### src/rtl/mem_access_pkg.sv
// mem_access_pkg: access-width encodings, MEM-stage FSM states and lane count
package mem_access_pkg;
   localparam logic [1:0] WL_BYTE = 2'b00;
   localparam logic [1:0] WL_HALF = 2'b01;
   localparam logic [1:0] WL_WORD = 2'b10;
   localparam int LANES = 4;
   typedef enum logic [1:0] {IDLE, REQ, WAIT, DONE} state_t;
endpackage

### src/rtl/lsu_lane_align.sv
// lsu_lane_align: store byte-enable/lane replication and load extract/extend
module lsu_lane_align
   import mem_access_pkg::*;
(
   input  logic [1:0]       wl_st,
   input  logic [1:0]       off_st,
   input  logic [31:0]      sd,
   output logic [LANES-1:0] be,
   output logic [31:0]      wdata,
   input  logic [1:0]       wl_ld,
   input  logic [1:0]       off_ld,
   input  logic             sext,
   input  logic [31:0]      rdata,
   output logic [31:0]      ldata
);
   logic [7:0]  b;
   logic [15:0] h;
   always_comb begin
      be    = wl_st == WL_BYTE ? 4'b0001 << off_st :
              wl_st == WL_HALF ? (off_st[1] ? 4'b1100 : 4'b0011) : 4'b1111;
      wdata = wl_st == WL_BYTE ? {4{sd[7:0]}} :
              wl_st == WL_HALF ? {2{sd[15:0]}} : sd;
      b     = rdata[{off_ld, 3'b000} +: 8];
      h     = rdata[{off_ld[1], 4'b0000} +: 16];
      ldata = wl_ld == WL_BYTE ? {{24{sext & b[7]}}, b} :
              wl_ld == WL_HALF ? {{16{sext & h[15]}}, h} : rdata;
   end
endmodule

### src/rtl/mem_access_unit.sv
// mem_access_unit: MEM-stage load/store engine on a req/gnt/rvalid port; MISALIGN_TRAP_EN enables misaligned-access traps
module mem_access_unit
   import mem_access_pkg::*;
#(
   parameter int ADDR_W = 32,
   parameter int XLEN   = 32
) (
   input  logic              clk,
   input  logic              rst,
   input  logic              memRead,
   input  logic              memWrite,
   input  logic [1:0]        WL,
   input  logic              extendSign,
   input  logic [ADDR_W-1:0] AluOut,
   input  logic [XLEN-1:0]   storeData,
   input  logic [4:0]        Rd,
   input  logic              regesterW,
   output logic              dmemReq,
   output logic              dmemWe,
   output logic [ADDR_W-1:0] dmemAddr,
   output logic [LANES-1:0]  dmemBe,
   output logic [XLEN-1:0]   dmemWdata,
   input  logic              dmemGnt,
   input  logic              dmemRvalid,
   input  logic [XLEN-1:0]   dmemRdata,
   output logic              stall,
   output logic [XLEN-1:0]   loadData,
   output logic              loadValid,
   output logic [4:0]        Rdo,
   output logic              regesterWo,
   output logic              trap
);
   state_t           state;
   logic [1:0]       wl_q, off_q;
   logic             sext_q, go, misalign;
   logic [LANES-1:0] be_n;
   logic [XLEN-1:0]  wdata_n, ldata;
   assign go = memRead | memWrite;
`ifdef MISALIGN_TRAP_EN
   assign misalign = (WL == WL_HALF && AluOut[0]) || (WL[1] && AluOut[1:0] != 2'b00);
`else
   assign misalign = 1'b0;
`endif
   assign stall      = state == IDLE ? go : (state == REQ || state == WAIT);
   assign Rdo        = Rd;
   assign regesterWo = regesterW & ~trap;
   lsu_lane_align u_align (
      .wl_st  (WL),
      .off_st (AluOut[1:0]),
      .sd     (storeData),
      .be     (be_n),
      .wdata  (wdata_n),
      .wl_ld  (wl_q),
      .off_ld (off_q),
      .sext   (sext_q),
      .rdata  (dmemRdata),
      .ldata  (ldata)
   );
   always_ff @(posedge clk or posedge rst) begin
      if (rst) begin
         state     <= IDLE;
         dmemReq   <= 1'b0;
         dmemWe    <= 1'b0;
         dmemAddr  <= '0;
         dmemBe    <= '0;
         dmemWdata <= '0;
         loadData  <= '0;
         loadValid <= 1'b0;
         trap      <= 1'b0;
         wl_q      <= '0;
         off_q     <= '0;
         sext_q    <= 1'b0;
      end else begin
         loadValid <= 1'b0;
         trap      <= 1'b0;
         case (state)
            IDLE: if (go) begin
               if (misalign) begin
                  trap  <= 1'b1;
                  state <= DONE;
               end else begin
                  dmemReq   <= 1'b1;
                  dmemWe    <= memWrite;
                  dmemAddr  <= {AluOut[ADDR_W-1:2], 2'b00};
                  dmemBe    <= be_n;
                  dmemWdata <= wdata_n;
                  wl_q      <= WL;
                  off_q     <= AluOut[1:0];
                  sext_q    <= extendSign;
                  state     <= REQ;
               end
            end
            REQ: if (dmemGnt) begin
               dmemReq <= 1'b0;
               if (dmemWe) state <= DONE;
               else if (dmemRvalid) begin
                  loadData  <= ldata;
                  loadValid <= 1'b1;
                  state     <= DONE;
               end else state <= WAIT;
            end
            WAIT: if (dmemRvalid) begin
               loadData  <= ldata;
               loadValid <= 1'b1;
               state     <= DONE;
            end
            DONE: state <= IDLE;
            default: state <= IDLE;
         endcase
      end
   end
endmodule
### config.mk
export PLATFORM = sky130hd
export DESIGN_NAME = mem_access_unit
export DESIGN_NICKNAME = d
export VERILOG_FILES = /design/src/rtl/mem_access_pkg.sv /design/src/rtl/lsu_lane_align.sv /design/src/rtl/mem_access_unit.sv
export SDC_FILE = /design/constraint.sdc
export NUM_CORES = 1
export LEC_CHECK = 0
export BUFFER_PORTS_ARGS = -buffer_cell sky130_fd_sc_hd__buf_2
export CAP_MARGIN = 0
export CORE_MARGIN = 8
export CORE_UTILIZATION = 49
export CTS_CLUSTER_SIZE = 20
export DETAILED_ROUTE_END_ITERATION = 6
export PLACE_DENSITY = 0.88
export SLEW_MARGIN = 20
export SYNTH_ARGS = -nofsm -noshare
export SYNTH_HDL_FRONTEND = slang
export SYNTH_HIERARCHICAL = 1
export SYNTH_SLANG_ARGS = --single-unit
### constraint.sdc
create_clock -name clk -period 4.05 [get_ports clk]
set_input_delay 0.6075 -clock clk [delete_from_list [all_inputs] [get_ports clk]]
set_output_delay 0.6075 -clock clk [all_outputs]
set_load 0.1 [all_outputs]
== After elaboration in Yosys (flattened, before gate mapping) ==
Index checks and enable logic that the tools add are counted.
Operators by class
  reductions and logical operators: 10
  shifts and indexed selects: 3
  muxes and demuxes: 25
  equality and inequality tests: 9
  bitwise gates (word level): 3
Operator list (count)
  32-bit two-way mux: 7
  32-bit one-hot mux with 2 select lines: 1
  32-bit by 6-bit variable part select with 16-bit output: 1
  32-bit by 6-bit variable part select with 8-bit output: 1
  4-bit two-way mux: 3
  3-bit AND reduction: 3
  1-bit two-way mux: 8
  2-bit inequality test (second input constant): 4
  2-bit one-hot mux with 4 select lines: 1
  2-bit by 1-bit equality test with 1-bit output (second input constant): 3
  2-bit zero test: 3
  2-bit two-way mux: 3
  2-bit equality test (second input constant): 2
  1-bit one-hot mux with 2 select lines: 2
  2-bit nonzero test: 2
  1-bit by 2-bit << shifter with 4-bit output (first input constant): 1
  1-bit AND: 2
  2-bit AND reduction: 1
  1-bit logical OR: 1
  1-bit bitwise OR: 1
Word-level totals
  word-level logic and storage cells: 61
  bits in registers: 108
  input port bits: 111
  output and inout bits: 111

== Longest topological paths before layout ==
Gate-level depths: netlist of the first run.
  depth after elaboration: 8
  mapped depth: 6
  mapped depth without buffers: 5

== Modules after synthesis ==
Netlist of the first run, hierarchy kept.
By module, submodules not included
  mem_access_unit: area each 4252.8 um^2, cells each 265, times used 1, seq. area each 2702.6 um^2
  lsu_lane_align: area each 1392.6 um^2, cells each 195, times used 1, seq. area each 0.0 um^2

== Worst setup path after synthesis of the first run ==
Ideal clock, no wire load.
  path kind: flip-flop to output port
  start point: register state[0]
  end point: output port stall
  slack: 1276 ps
  buffers on the path: 0
  arrival time: 2166 ps
  cell stages (with the launch flop): 5
  required time: 3442 ps
  cells stage by stage: dfrtp_1 > inv_1 > ha_1 > nor3b_2 > nor2_1
Between the ends
  longest elaborated chain between the ends: 3
  elaborated cells between the ends (all ways): 5
  classes of those cells: eq/ne (2); mux (1); reduce/logical (2)
Ends and longest elaborated chain
  from (decl): line mem_access_unit.sv:33  | state_t state;
  from (signal assigned): line mem_access_unit.sv:61  | state <= IDLE;
  from (signal assigned): line mem_access_unit.sv:80  | state <= DONE;
  from (signal assigned): line mem_access_unit.sv:90  | state <= REQ;
  2-bit by 1-bit equality test with 1-bit output or 2-bit equality test (tied branches): line mem_access_unit.sv:44  | assign stall = state == IDLE ? go : (state == REQ || state == WAIT);
  1-bit logical OR: line mem_access_unit.sv:44
  1-bit two-way mux *: line mem_access_unit.sv:44
  to (decl): line mem_access_unit.sv:26  | output logic stall,
Mark *: on every way between the ends. The rest lies on a longest branch, timed or not.

== Worst setup path in the final report of the first run ==
Ends and elaborated chain as after synthesis.

==> summary.md, run 1 <==
| Metric | Value |
|---|---|
| Status | `completed` |
| Vias in the first global route | `4779` |
| Hold/Removal Path Class | `input pin to async pin` |
| Worst Path Max Fanout | `5` |
| Final wirelength | `~16000 um` |
| CP cell instances | `inv_1 > ha_1 > nor3b_2 > nor2_1 > buf_2` |
| Max-slew headroom | `0.279` |
| Kind of critical path | `register to output pin` |
| Remaining antenna violation count | `0` |
| Setup TNS | `0 ns` |
| Max Buffers Root-to-Sink | `2` |
| Final #Nets | `749` |
| Latest clock arrival within the worst-skew pair | `about 0.35 ns` |
| TritonCTS Buffers | `9` |
| Worst-Margin Slew | `approximately 1.1 ns` |
| Async SR Flop Fraction | `1.00` |
| Post-DP HPWL | `approximately 12000 um` |
| Placed cell count | `around 770` |
| CTS sink cnt | `about 110` |
| Final Slew Violations | `0` |
| Std-Cell Rows | `39` |
| Setup ws final | `about 1.5 ns` |
| Clock Skew | `between 0.004 and 0.005 ns` |
| Synth top area share | `0.479` |
| Final hold viol count | `0` |
| Core Area | `approximately 11000 um^2` |
| CTS tree | `done` |
| Initial DRC Count | `approximately 320` |
| Crit. End Element | `output pin` |
| Mean post-synth cell area | `between 10 and 15 um^2` |
| Crit-path max cell delay | `approximately 0.43 ns` |
| Drt first pass iters | `5` |
| Ant diodes | `0` |
| Top-count cell post-synth | `mux2_2` |
| Layout cell share with drive strength beyond 1 | `0.560` |
| Sequential fraction of the synthesis area | `0.479` |
| Root buf cell | `clkbuf_16` |
| Final setup violation count | `0` |
| CP max stage cell | `dfrtp_1` |
| Maxcap violations | `0` |
| Vias per inst | `between 5 and 6` |
| Post-synth top cells | `118 x mux2_2, 108 x dfrtp_1, 34 x nor2b_1` |
| Top post-synthesis cells by area | `dfrtp_1 48%, mux2_2 24%, nor2b_1 3.8%` |
| Clk slew on worst S/H paths | `approximately 0.070 ns` |
| Startpoint types | `register` |
| Largest net degree at the start of global routing | `84` |
| GRT Util Overall | `0.204` |
| Resize count post-CTS | `0` |
| Post-Layout Cell Count | `approximately 780` |
| Largest delay share family, worst path | `buffers and inverters` |
| Vias | `4293` |
| Crit path buffers/inverters | `2` |
| CTS Hold Bufs | `0` |
| EDFF count, synth | `0` |
| Initial antenna violation count | `1` |
| FF+latch count, synth | `between 100 and 150` |
| Ys Warns | `6` |
| First-pass GRT wire length | `approximately 24000 um` |
| Post-synthesis cell count | `460` |
| Port Buffers | `206` |
| Fmax | `392 MHz` |
| Yosys cell types | `40` |
| Final worst path period share | `0.630` |
| Synth Cell Area | `5650 um^2` |
| Ys flop type | `dfrtp_1` |
| Residual DRC | `0` |
| H-tree Lvls | `3` |
| Area growth, synth to finish | `21.9%` |
| Required @ worst endpoint | `approximately 3.4 ns` |
| Routed wire per std cell | `between 15 and 20 um` |
| Die width | `123 um` |
| I/O Pins | `222` |
| Final GP Congestion | `approximately 0.94` |
| Die height | `between 100 and 150 um` |
| Fillers | `about 910` |
| Initial Utilization | `0.499` |
| Total gr overflow | `0` |
| Post-CTS Repair Setup Buffers | `0` |
| Largest area contributor in the synthesized netlist | `dfrtp_1` |
| Die area | `15200 um^2` |
| Final min period | `2.55 ns` |
| RSZ-0062 raised after global routing | `no` |
| Place WS | `between 1.5 and 2 ns` |
| WP data arrival | `between 1.5 and 2 ns` |
==> cells in the final DEF, fill, tap and decap left out, types with 7 or more instances in the layout <==
cell type    n
mux2i_1      8
a211oi_1     7
mux2_2     118
clkbuf_16    9
nor2_1      16
nand3_1      8
nand2_1     20
nor2b_1     34
and3b_1      8
o22ai_1      8
mux4_2       7
o21ai_0     28
buf_2      206
dfrtp_1    107
==> state kept, by name, indices dropped and copies added (netlist names) <==
register,count
dmemAddr,30
dmemBe,4
dmemReq,1
dmemWdata,32
dmemWe,1
loadData,32
loadValid,1
off_q,2
sext_q,1
state,2
wl_q,2
==> per-stage QoR <==
stage	hold WS [ns]	area, um^2	utilization
6_report	0.395	6880	0.608
5_1_grt	0.467	6880	0.608
4_1_cts	0.471	6880	0.608
3_5_place_dp	0.477	6580	0.581
3_3_place_gp	0.476	6580	0.581
2_1_floorplan	0.474	5650	-
==> worst paths after layout <==
kind                                   start       endpoint  slack, ns  cells past startpoint
worst min-delay path                     rst   dmemAddr[31]       0.40                      2
worst max register to register      off_q[1]   loadData[21]       1.60                      4
worst min register to register  loadData[15]   loadData[15]       0.49                      1
max in group asynchronous                rst  dmemWdata[22]       2.79                      3
worst max-delay path                state[0]          stall       1.50                      5
min in group clk                  AluOut[26]   dmemAddr[26]       0.48                      2
==> metal layers <==
metal	wire (um)	global-route usage	part of all wire
met5	10	0	0.00064
met4	318	0.0805	0.020
met3	2080	0.101	0.13
met2	7590	0.344	0.49
met1	5620	0.214	0.36
==> final cells by class <==
cell class,instances,area (um^2),share of cell area
well taps,143,179,0.0260
clock buffers,9,225,0.0327
multi-input cells,300,2630,0.382
inverters,6,27.5,0.00400
clock inverters,7,75.1,0.0109
repair buffers,208,1050,0.152
flip-flops and latches,108,2700,0.393
==> cells by family (layout without fill, tap and decap cells) <==
family,count (synthesis),count (layout),synth area share
mux,137,137,0.288
flops,108,108,0.479
simple gates,95,95,0.0933
compound gates,60,60,0.0694
buf+inv,54,230,0.0587
fa+ha+maj,5,5,0.0111
other cells,1,3,0.000664
Power of run 1 is not shown: default switching activity piles up to over one toggle a cycle in this logic, so the estimate is an artifact.
==> inputs of run 2 (changes only) <==
--- a/config.mk
+++ b/config.mk
@@ -8,10 +8,10 @@
 export BUFFER_PORTS_ARGS = -buffer_cell sky130_fd_sc_hd__buf_2
 export CAP_MARGIN = 0
 export CORE_MARGIN = 8
-export CORE_UTILIZATION = 49
+export CORE_UTILIZATION = 44
 export CTS_CLUSTER_SIZE = 20
 export DETAILED_ROUTE_END_ITERATION = 6
-export PLACE_DENSITY = 0.88
+export PLACE_DENSITY = 0.84
 export SLEW_MARGIN = 20
 export SYNTH_ARGS = -nofsm -noshare
 export SYNTH_HDL_FRONTEND = slang
==> constraint.sdc (replaced) <==
create_clock -name clk -period 2.1 [get_ports clk]
set_input_delay 0.315 -clock clk [delete_from_list [all_inputs] [get_ports clk]]
set_output_delay 0.315 -clock clk [all_outputs]
set_load 0.1 [all_outputs]
==> run 2 against run 1 <==
Compared with the run above:
- wire length shrank 0.46%
- non-clock buffer count up 13
- utilization shrank 4.1 points
- die area rose by 9.9%
- sequential share of layout area shrank 1.3 points
- count of clock-buffer cells in the layout rose by 1
- global-route usage decreased by 1.9 points
- critical path depth unchanged
==> summary.md, run 2 (same netlist as run 1, synthesis figures left out) <==
| Metric | Value |
|---|---|
| Status | `completed` |
| Fmax | `about 500 MHz` |
| Max Buffers Root-to-Sink | `2 (unchanged)` |
| Routed wire per std cell | `18.9 um (-5.5%)` |
| Total gr overflow | `0 (unchanged)` |
| Final wirelength | `15500 um (-0.46%)` |
| Die height | `129 um (+4.8%)` |
| Port Buffers | `206 (unchanged)` |
| Vias | `4418 (+2.9%)` |
| Initial antenna violation count | `1 (unchanged)` |
| CTS tree | `done` |
| Initial DRC Count | `269 (-16%)` |
| TritonCTS Buffers | `9 (unchanged)` |
| Final Slew Violations | `0 (unchanged)` |
| Clock Skew | `0.00551 ns (+0.000533 ns)` |
| Vias per inst | `5.37 (-2.3%)` |
| CTS Hold Bufs | `0 (unchanged)` |
| Area growth, synth to finish | `26.1%` |
| Max-slew headroom | `0.621 (+0.342)` |
| Hold/Removal Path Class | `input pin to async pin` |
| Layout cell share with drive strength beyond 1 | `0.568 (+0.00880)` |
| Post-DP HPWL | `12000 um (+1.1%)` |
| Clk slew on worst S/H paths | `0.07 ns (about the same)` |
| RSZ-0062 raised after global routing | `no` |
| Largest registers | `dmemWdata: 32 flops, loadData: 32 flops, dmemAddr: 30 flops` |
| Vias in the first global route | `4695 (-1.8%)` |
| Worst hold slack | `0.121 ns (-0.274 ns)` |
| Die area | `16700 um^2 (+9.9%)` |
| WP data arrival | `1.70 ns (-0.25 ns)` |
| Crit. End Element | `output pin` |
| Largest delay share family, worst path | `flip-flops` |
| Root buf cell | `clkbuf_16` |
| Drt first pass iters | `5 (unchanged)` |
| Latest clock arrival within the worst-skew pair | `0.35 ns (about the same)` |
| CTS sink cnt | `108 (unchanged)` |
| Required @ worst endpoint | `1.78 ns (-1.66 ns)` |
| Startpoint types | `register` |
| Final #Nets | `762 (+1.7%)` |
| Setup TNS | `0 ns (unchanged)` |
| Core Area | `12600 um^2 (+11%)` |
| Die width | `129 um (+4.8%)` |
| Std-Cell Rows | `41 (+5.1%)` |
| Most common cell after layout, fill and taps aside | `buf_2` |
| Ant diodes | `0 (unchanged)` |
| Most frequent cells in the layout | `205 x buf_2, 118 x mux2_2, 108 x dfrtp_1, 34 x nor2b_1, 28 x o21ai_0` |
| Final min period | `roughly 2 ns` |
| Largest net degree at the start of global routing | `109 (+30%)` |
| Initial Utilization | `0.449 (-0.0495)` |
| I/O Pins | `222 (unchanged)` |
| First-pass GRT wire length | `24100 um (about the same)` |
| Final GP Congestion | `0.888 (-5.7%)` |
| Place WS | `0.189 ns (-1.47 ns)` |
| Residual DRC | `0 (unchanged)` |
| GRT Util Overall | `0.185 (-0.0193)` |
| Finished Cell Area | `7120 um^2 (+3.5%)` |
| Worst-Margin Slew | `0.569 ns (-0.512 ns)` |
| Maxcap violations | `0 (unchanged)` |
| Crit-path max cell delay | `0.43 ns (about the same)` |
| Worst Path Max Fanout | `5 (unchanged)` |
| Remaining antenna violation count | `0 (unchanged)` |
| Final worst path period share | `0.961` |
| Kind of critical path | `register to output pin` |
| Setup ws final | `0.0826 ns (-1.41 ns)` |
| CP cell instances | `inv_1 > ha_1 > nor3b_4 > nor2_2 > buf_12` |
| Final hold viol count | `0 (unchanged)` |
| Crit path buffers/inverters | `2 (unchanged)` |
| CP max stage cell | `dfrtp_1` |
| Final setup violation count | `0 (unchanged)` |
| Post-DP Area | `6770 um^2 (+3.0%)` |
| H-tree Lvls | `3 (unchanged)` |
run 2: cell count changes in the layout (fill, tap and decap cells not counted), sizes merged:
cell / delta
bufinv: +1
clkinv: -1
clkinvlp: -1
buf: +13
clkbuf: +1
run 2: worst paths after layout:
kind                         startpoint             to  slack [ns]  cells after the start
max                            state[0]          stall        0.08                      5
min                                 rst      loadValid        0.12                      3
max reg2reg                    off_q[1]   loadData[18]        0.17                      4
min reg2reg                loadData[11]   loadData[11]        0.50                      1
max in group asynchronous           rst  dmemWdata[28]        1.55                      3
min in group clk             AluOut[25]   dmemAddr[25]        0.19                      2
run 2: what timing repair did:
| action | 4_1_cts | 5_1_grt |
|---|---|---|
| endpoints found under the setup margin | 1 | 0 |
| buffers inserted | 1 | 0 |
| resized for setup | 1 | 0 |
run 2: layout make-up:
class	count	area, um^2
Timing Repair Buffer	221	1210
Sequential cell	108	2700
Inverter	6	26.3
Clock buffer	10	239
Tap cell	172	215
Clock inverter	6	93.8
Fill cell	1045	5450
Multi-Input combinational cell	300	2640
run 2: worst register-to-register path: cells and delay by family, from the launching register on:
kind / cells / cell delay [ns]
DFF: 1 / 0.51
AOI/OAI and AO/OA: 2 / 0.58
muxes: 2 / 0.73
run 2: routing by layer:
metal / wire length [um] / part of all wire / track usage
met1: 5710 / 0.37 / 0.199
met2: 7460 / 0.48 / 0.307
met3: 1760 / 0.11 / 0.0694
met4: 591 / 0.038 / 0.106
met5: 13 / 0.00084 / 0
run 2: per-stage QoR:
step,utilization,instances
final,0.567,823
after detailed placement,0.539,806
after global placement,0.539,806
after floorplan,-,462
after CTS,0.567,823
after global routing,0.567,823
Power of run 2 is left out for the same reason.
==> inputs of run 3 (changes only) <==
--- a/config.mk
+++ b/config.mk
@@ -5,7 +5,7 @@
 export SDC_FILE = /design/constraint.sdc
 export NUM_CORES = 1
 export LEC_CHECK = 0
-export BUFFER_PORTS_ARGS = -buffer_cell sky130_fd_sc_hd__buf_2
+export BUFFER_PORTS_ARGS = -buffer_cell sky130_fd_sc_hd__clkbuf_2
 export CAP_MARGIN = 0
 export CORE_MARGIN = 8
 export CORE_UTILIZATION = 44
==> constraint.sdc (replaced) <==
create_clock -name clk -period 1.7 [get_ports clk]
set_input_delay 0.255 -clock clk [delete_from_list [all_inputs] [get_ports clk]]
set_output_delay 0.255 -clock clk [all_outputs]
set_load 0.1 [all_outputs]
==> run 3 against run 2 <==
Compared with the run above:
- count of clock-buffer cells in the layout unchanged
- register-to-register slack got worse by 0.38 ns
- wire length grew 5.0%
- first-iteration DRC count grew 38%
- critical endpoint is now loadData[26]
- global-route usage is 0.91 points higher
- critical path type is now register to register
- hold slack got worse by 0.077 ns
- the run now ends with negative setup slack left
- clock skew grew 0.0022 ns
- setup slack worse by 0.29 ns
- utilization rose by 3.2 points
==> summary.md, run 3 (same netlist as run 1, synthesis figures left out) <==
| Metric | Value |
|---|---|
| Maxcap violations | `0 (unchanged)` |
| Std-Cell Rows | `41 (unchanged)` |
| Root buf cell | `clkbuf_16` |
| GRT met2 Usage | `0.327 (+0.0205)` |
| Layout cell share with drive strength beyond 1 | `0.597 (+0.0284)` |
| Post-Layout Cell Count | `844 (+2.6%)` |
| TritonCTS Buffers | `9 (unchanged)` |
| Final worst path period share | `1.12` |
| CTS tree | `done` |
| Routed wire per std cell | `19.3 um (+2.4%)` |
| Largest delay share family, worst path | `buffers and inverters` |
| Final setup violation count | `34 (+34)` |
| Storage element area | `2700 um^2 (about the same)` |
| GRT Util Overall | `0.194 (+0.00912)` |
| Final #Nets | `783 (+2.8%)` |
| Initial antenna violation count | `0 (-1)` |
| Placed cell count | `819 (+1.6%)` |
| Setup ws final | `-0.210 ns (-0.293 ns)` |
| Fmax | `approximately 520 MHz` |
| H-tree Lvls | `3 (unchanged)` |
| Largest registers | `dmemWdata: 32 flops, loadData: 32 flops, dmemAddr: 30 flops` |
| Remaining antenna violation count | `0 (unchanged)` |
| Top Usage Layer GRT | `met2` |
| Initial DRC Count | `370 (+38%)` |
| Most common cell after layout, fill and taps aside | `clkbuf_2` |
| Residual DRC | `0 (unchanged)` |
| Crit. End Element | `register` |
| Final wirelength | `16300 um (+5.0%)` |
| Crit path buffers/inverters | `3 (+1)` |
| Vias per inst | `5.35 (-0.28%)` |
| CTS sink cnt | `108 (unchanged)` |
| Ant diodes | `0 (unchanged)` |
| Latest clock arrival within the worst-skew pair | `0.35 ns (about the same)` |
| Required @ worst endpoint | `1.93 ns (+0.15 ns)` |
| Drt first pass iters | `5 (unchanged)` |
| Failing checks | `negative setup slack` |
| Initial Utilization | `0.449 (unchanged)` |
| Core Area | `12600 um^2 (unchanged)` |
| Final min period | `1.91 ns` |
| Clk slew on worst S/H paths | `0.07 ns (about the same)` |
| WP data arrival | `2.14 ns (+0.44 ns)` |
| Clock Skew | `0.00776 ns (+0.00225 ns)` |
| Global routing usage on met1 | `0.218 (+0.0192)` |
| Area of the multi-input gates | `2800 um^2 (+6.1%)` |
| Die area | `16700 um^2 (unchanged)` |
| Vias | `4518 (+2.3%)` |
| Vias in the first global route | `4894 (+4.2%)` |
| Crit-path max cell delay | `0.43 ns (about the same)` |
| Most frequent cells in the layout | `205 x clkbuf_2, 107 x dfrtp_1, 88 x mux2_2, 34 x nor2b_1, 33 x mux2_4` |
| Port Buffers | `206 (unchanged)` |
| Die height | `129 um (unchanged)` |
| RSZ-0062 raised after global routing | `yes` |
| I/O Pins | `222 (unchanged)` |
| Fillers | `1000 (-4.3%)` |
| CP max stage cell | `dfrtp_1` |
| Met3 Track Usage GR | `0.0707 (+0.00123)` |
| Worst-Margin Slew | `0.590 ns (+0.0208 ns)` |
| Startpoint types | `register` |
| Final Slew Violations | `0 (unchanged)` |
| Max Buffers Root-to-Sink | `2 (unchanged)` |
| Largest net degree at the start of global routing | `109 (unchanged)` |
| Final hold viol count | `0 (unchanged)` |
| First-pass GRT wire length | `25400 um (+5.3%)` |
| Max-slew headroom | `0.607 (-0.0139)` |
| Area growth, synth to finish | `33.2%` |
| Worst Path Max Fanout | `8 (+3)` |
| Die width | `129 um (unchanged)` |
| Final GP Congestion | `0.905 (+1.9%)` |
| CP cell instances | `buf_6 > ha_4 > and2b_2 > o221ai_4 > buf_12 > buf_16 > mux2_4` |
| Kind of critical path | `register to register` |
| Post-DP HPWL | `12000 um (+0.17%)` |
| Total gr overflow | `0 (unchanged)` |
| Hold/Removal Path Class | `input pin to async pin` |
| Status | `finished with violations` |
-- run 3: cell count changes in the layout (fill, tap and decap cells not counted), sizes merged --
cell    previous run  this run
clkinv             1         2
buf              221        37
inv                7         6
clkbuf            10       215
-- run 3: worst min-delay path, delay by kind of cell --
family | cells | cell delay [ns]
buffers and inverters | 3 | 0.61
-- run 3: what timing repair did --
item                                   4_1_cts  5_1_grt
pin swaps                                    2        2
setup endpoints to repair                   34       34
buffers inserted                             5        2
cloned                                       2        0
hold buffers                                 0        0
endpoints found under the hold margin        0        0
resized for setup                           38        8
-- run 3: path summary, 6_finish.rpt --
| kind | startpoint | endpoint | slack, ns | cells after the start |
|---|---|---|---|---|
| min in group clk | AluOut[11] | dmemAddr[11] | 0.13 | 2 |
| worst max-delay path | state[0] | loadData[26] | -0.21 | 7 |
| max in group asynchronous | rst | dmemWdata[1] | 1.19 | 3 |
| worst min-delay path | rst | dmemReq | 0.04 | 3 |
| worst max register to register | state[0] | loadData[26] | -0.21 | 7 |
| worst min register to register | dmemWdata[21] | dmemWdata[21] | 0.50 | 1 |
-- run 3: metrics by stage --
step	utilization	hold WS, ns	setup slack, ns	TNS, ns	cell area, um^2
6_report	0.598	0.0444	-0.210	-5.70	7520
5_1_grt	0.598	0.118	-0.263	-8.05	7520
4_1_cts	0.594	0.0900	-0.169	-3.95	7470
3_5_place_dp	0.549	0.474	-0.0888	-2.35	6900
3_3_place_gp	0.549	0.455	-0.00531	-0.0745	6900
2_1_floorplan	-	0.365	-0.0850	-2.51	5670
-- run 3: final cells by class --
type / instances / share of cell area
well taps: 172 / 0.0286
clock buffers: 10 / 0.0318
repair buffers: 242 / 0.193
clock inverters: 6 / 0.0115
flip-flops and latches: 108 / 0.360
multi-input cells: 300 / 0.372
inverters: 6 / 0.00350
-- run 3: metal layers --
layer  wire [um]  vias to the layer above
met5           0                        -
met4         361                        0
met3        1790                       31
met2        7980                      219
met1        6180                     2237
li1            -                     2031
Power of run 3 is left out for the same reason.
